`src/rtl/peripheral_gpio_filter_bb.sv`:
```
// GPIO input filter: per-line debounce, edge detect and sticky interrupt flags.
// Optional macro PERIPHERAL_GPIO_DEBOUNCE_EN enables the per-line debounce
// counters. When it is undefined, data_out is data_in delayed by one clock and
// dbnc_limit is ignored.

module peripheral_gpio_filter_lane #(
    parameter int CNT_W = 8
) (
    input  logic             clk,
    input  logic             rst,
    input  logic             din_i,
    input  logic [CNT_W-1:0] dbnc_limit_i,
    input  logic             irq_en_i,
    input  logic             irq_edge_i,
    input  logic             irq_clr_i,
    output logic             dout_o,
    output logic             flag_o
);

    logic dout_q, dout_d;
    logic flag_q, flag_d;
    logic qual_edge;

`ifdef PERIPHERAL_GPIO_DEBOUNCE_EN
    logic [CNT_W-1:0] cnt_q, cnt_d;

    // Debounce: count consecutive mismatching samples. Accept the new level
    // when the count reaches the limit. Saturate at all-ones if the limit was
    // lowered below a running count.
    always_comb begin
        cnt_d  = cnt_q;
        dout_d = dout_q;
        if (din_i == dout_q) begin
            cnt_d = '0;
        end else if (cnt_q == dbnc_limit_i) begin
            dout_d = din_i;
            cnt_d  = '0;
        end else if (cnt_q != '1) begin
            cnt_d = cnt_q + 1'b1;
        end
    end

    // Counter register. Reset discards any partial count.
    always_ff @(posedge clk or negedge rst) begin
        if (!rst) cnt_q <= '0;
        else      cnt_q <= cnt_d;
    end
`else
    logic unused_limit;
    assign unused_limit = ^dbnc_limit_i;

    // Without debounce, the line is a plain one-clock register.
    always_comb begin
        dout_d = din_i;
    end
`endif

    // Edge qualify on the registered transition. A set beats a same-cycle clear.
    always_comb begin
        qual_edge = irq_edge_i ? (dout_q & ~dout_d) : (~dout_q & dout_d);
        flag_d    = flag_q;
        if (irq_clr_i)             flag_d = 1'b0;
        if (qual_edge && irq_en_i) flag_d = 1'b1;
    end

    // Output level and sticky flag registers.
    always_ff @(posedge clk or negedge rst) begin
        if (!rst) begin
            dout_q <= 1'b0;
            flag_q <= 1'b0;
        end else begin
            dout_q <= dout_d;
            flag_q <= flag_d;
        end
    end

    assign dout_o = dout_q;
    assign flag_o = flag_q;

endmodule

module peripheral_gpio_filter_bb #(
    parameter int WIDTH = 8,
    parameter int CNT_W = 8
) (
    input  logic             clk,
    input  logic             rst,
    input  logic [WIDTH-1:0] data_in,
    input  logic [CNT_W-1:0] dbnc_limit,
    input  logic [WIDTH-1:0] irq_en,
    input  logic [WIDTH-1:0] irq_edge,
    input  logic [WIDTH-1:0] irq_clr,
    output logic [WIDTH-1:0] data_out,
    output logic [WIDTH-1:0] irq_flag,
    output logic             irq
);

    for (genvar i = 0; i < WIDTH; i++) begin : g_lane
        peripheral_gpio_filter_lane #(.CNT_W(CNT_W)) u_lane (
            .clk          (clk),
            .rst          (rst),
            .din_i        (data_in[i]),
            .dbnc_limit_i (dbnc_limit),
            .irq_en_i     (irq_en[i]),
            .irq_edge_i   (irq_edge[i]),
            .irq_clr_i    (irq_clr[i]),
            .dout_o       (data_out[i]),
            .flag_o       (irq_flag[i])
        );
    end

    assign irq = |(irq_flag & irq_en);

endmodule
```
`config.mk`:
```
export PLATFORM = sky130hd
export DESIGN_NAME = peripheral_gpio_filter_bb
export DESIGN_NICKNAME = d
export VERILOG_FILES = /design/src/rtl/peripheral_gpio_filter_bb.sv
export SDC_FILE = /design/constraint.sdc
export NUM_CORES = 1
export LEC_CHECK = 0
export CAP_MARGIN = 20
export CORE_ASPECT_RATIO = 0.7
export CORE_MARGIN = 3
export CORE_UTILIZATION = 31
export CTS_CLUSTER_DIAMETER = 40
export CTS_CLUSTER_SIZE = 30
export DETAILED_ROUTE_END_ITERATION = 16
export GPL_TIMING_DRIVEN = 1
export PLACE_DENSITY = 0.79
export SETUP_SLACK_MARGIN = 0.5
export SYNTH_ARGS = -nofsm -noshare
export SYNTH_HDL_FRONTEND = slang
export SYNTH_HIERARCHICAL = 1
export SYNTH_SLANG_ARGS = --single-unit
```
`constraint.sdc`:
```
create_clock -name clk -period 1 [get_ports clk]
set_input_delay 0.2 -clock clk [delete_from_list [all_inputs] [get_ports clk]]
set_output_delay 0.2 -clock clk [all_outputs]
set_load 0.02 [all_outputs]
```
==> reports/metrics.csv <==
metric,value,unit
ys_seq_area_share,58.3,%
drc,0,
ir_worst_vdd,1.17,mV
drtIter0Drc,29,
htree_levels,1,
critPathKind,primary input to output port,
cts.path.max_buffers,2,
track_usage,17.7,%
grt_pass1_vias,827,
p_int,1.30,mW
placedInstanceArea,0.00139,mm^2
async_reset_ff_share,100,%
numCtsBuffers,3,
avgRoutedWirePerCell,15.1,um
crit_start,irq_en[0],
io_pins,59,
cts_tree,done,
critPathLaunchType,primary input,
violations,negative setup slack,
power_switching,465,uW
end_kind,output port,
grt_setup_unrepaired,yes,
drt-pass1-iter-count,4,
dp_worst_setup_slack,-0.806,ns
grt-ovfl-total,0,
ant_nets,0,
hp-start,data_in[3],
final_cell_area,0.00160,mm^2
ys_ff_latch,16,
drive_gt1_share,50.4,%
grt_start_max_net_pins,17,
holdCritPathClass,primary input to flip-flop,
skew,0.00668,ns
die_w,62.3,um
cts-hold-fix-buffers,0,
syn_nets,95,
power.total,1.77,mW
period_share,142,%
leakage,0.692,nW
post-route-min-period,1.42,ns
max_slew_margin,85.8,%
cts_root_buf,clkbuf_4,
final_hold_viol_count,0,
worst_ep_required_time,0.80,ns
antenna_cells,0,
pwr-share-seq,42.1,%
routed_via_density,4.81,
path_max_fanout,3,
clk_pin_slew_worst_paths,0.09,ns
tightestPinTransition,0.213,ns
synth_cell_types,7,
synthTopCellsByArea,"dfrtp_1 (58%), nand4bb_1 (13%), nand4b_1 (10%), nand2b_1 (7.3%), nand3_1 (5.8%)",
syn_avg_cell_area,13.0,um^2
powerDensity,1110,mW/mm^2
gp_congestion,0.782,
synth_cells,53,
port_buffers,50,
area_growth,132,%
cts.sinks,16,
fp.dieH,45.4,um
fp.coreArea,0.00197,mm^2
critPathArrivalTime,1.22,ns
synth_warnings,6,
yosys-top-cells-count,"dfrtp_1 (16), nand2b_1 (8), nand3_1 (8), nand4b_1 (8), nand4bb_1 (8)",
setup_ws,-0.423,ns
clk_latency,0.29,ns
switching_share,26.3,%
yosysTopAreaCellShare,58.3,%
yosysTopAreaCell,dfrtp_1,
setup_viol,17,
hold_ws,0.0803,ns
wl,2.49,mm
antenna_found_initial,0,
synth_flop_cell,dfrtp_1,
cap_violations,0,
rows,13,
synth.cell_area,687,um^2
grt_pass1_wl,3.82,mm
max_freq,703,MHz
die_area,0.00283,mm^2
synth-edff-count,0,
yosysMostFrequentCell,dfrtp_1,
vias,794,
timing.rr.start,g_lane[0].u_lane/dout_o$_DFF_PN0_,
initial_core_util,34.9,%
final_nets,178,
maxSlewViolCount,0,
clkPwrFrac,24.1,%
fin_util,81.1,%
comb_power_share,33.8,%
outcome,"finished, violations left",
dp_hpwl,1.81,mm
-- state kept, by name, summed over array words and instances, names as in the netlist --
register and flops:
g_lane.u_lane/dout_o 8, g_lane.u_lane/flag_o 8
-- final cells by class --
type                       count  area (um^2)
sequential                    16          420
timing repair buffer          78          800
clock buffer                   4         36.3
tap                           30         37.5
multi-input combinational     37          302
fill                         121          373
-- layer usage --
metal / up-vias / part of all wire, % / GRT usage, % / wire (um)
met4: 0 / 0 / 0 / 0
li1: 378 / - / - / -
met3: 0 / 8.4 / 6.17 / 209
met2: 41 / 50 / 33.5 / 1250
met1: 375 / 41 / 21.2 / 1030
met5: - / 0 / 0 / 0
-- critical path: stages --
cell             delay (ns)
clkdlybuf4s50_1        0.47
a22oi_2                0.22
nand4_1                0.14
buf_4                  0.19
-- path summary, 6_finish.rpt --
| path | to | slack [ns] | cells after the start |
|---|---|---|---|
| max in group asynchronous | g_lane[2].u_lane/dout_o$_DFF_PN0_ | 0.57 | 2 |
| worst max register to register | g_lane[0].u_lane/flag_o$_DFFE_PN0P_ | 0.02 | 4 |
| min in group asynchronous | g_lane[0].u_lane/flag_o$_DFFE_PN0P_ | 0.23 | 2 |
| worst min register to register | g_lane[3].u_lane/flag_o$_DFFE_PN0P_ | 0.63 | 3 |
| worst min-delay path | g_lane[3].u_lane/dout_o$_DFF_PN0_ | 0.08 | 1 |
| worst max-delay path | irq | -0.42 | 4 |
-- power groups by stage --
stage               clock [mW]  combinational (mW)  sequential [mW]
global route             0.472               0.628            0.748
global placement             0               0.500            0.737
finish                   0.426               0.597            0.743
detailed placement           0               0.508            0.740
CTS                      0.446               0.564            0.741
floorplan                    0              0.0773            0.805
-- placed cells by master, fill, tap and decap left out, drive strengths merged --
cell,n
dfrtp,16
nand4,1
a22oi,4
clkbuf,4
nand2b,8
dlygate4sd2,2
nand3,8
dlymetal6s2s,1
nand4b,8
clkdlybuf4s50,30
nand4bb,8
buf,45
-- stage by stage --
step           setup TNS (ns)  cells
4_1_cts                 -2.18    160
6_report                -1.97    165
3_3_place_gp            -4.10    152
3_5_place_dp            -4.35    152
5_1_grt                 -2.62    165
2_1_floorplan         -0.0594     53
-- kinds of logic (layout without fill, tap and decap cells) --
group / count (synthesis) / after routing / synth area share, %
and+or+nand+nor: 33 / 33 / 37.3
DFF: 16 / 16 / 58.3
buffers and inverters: 0 / 82 / 0
AOI/OAI and AO/OA: 4 / 4 / 4.37
-- what timing repair did --
action                                  4_1_cts  5_1_grt
endpoints found under the setup margin       27       26
hold endpoints to repair                      0        0
gates resized for setup                     120        6
pin swaps                                    18        8
setup buffers                                 4        5
No activity file was read; power rests on OpenSTA's default activity.
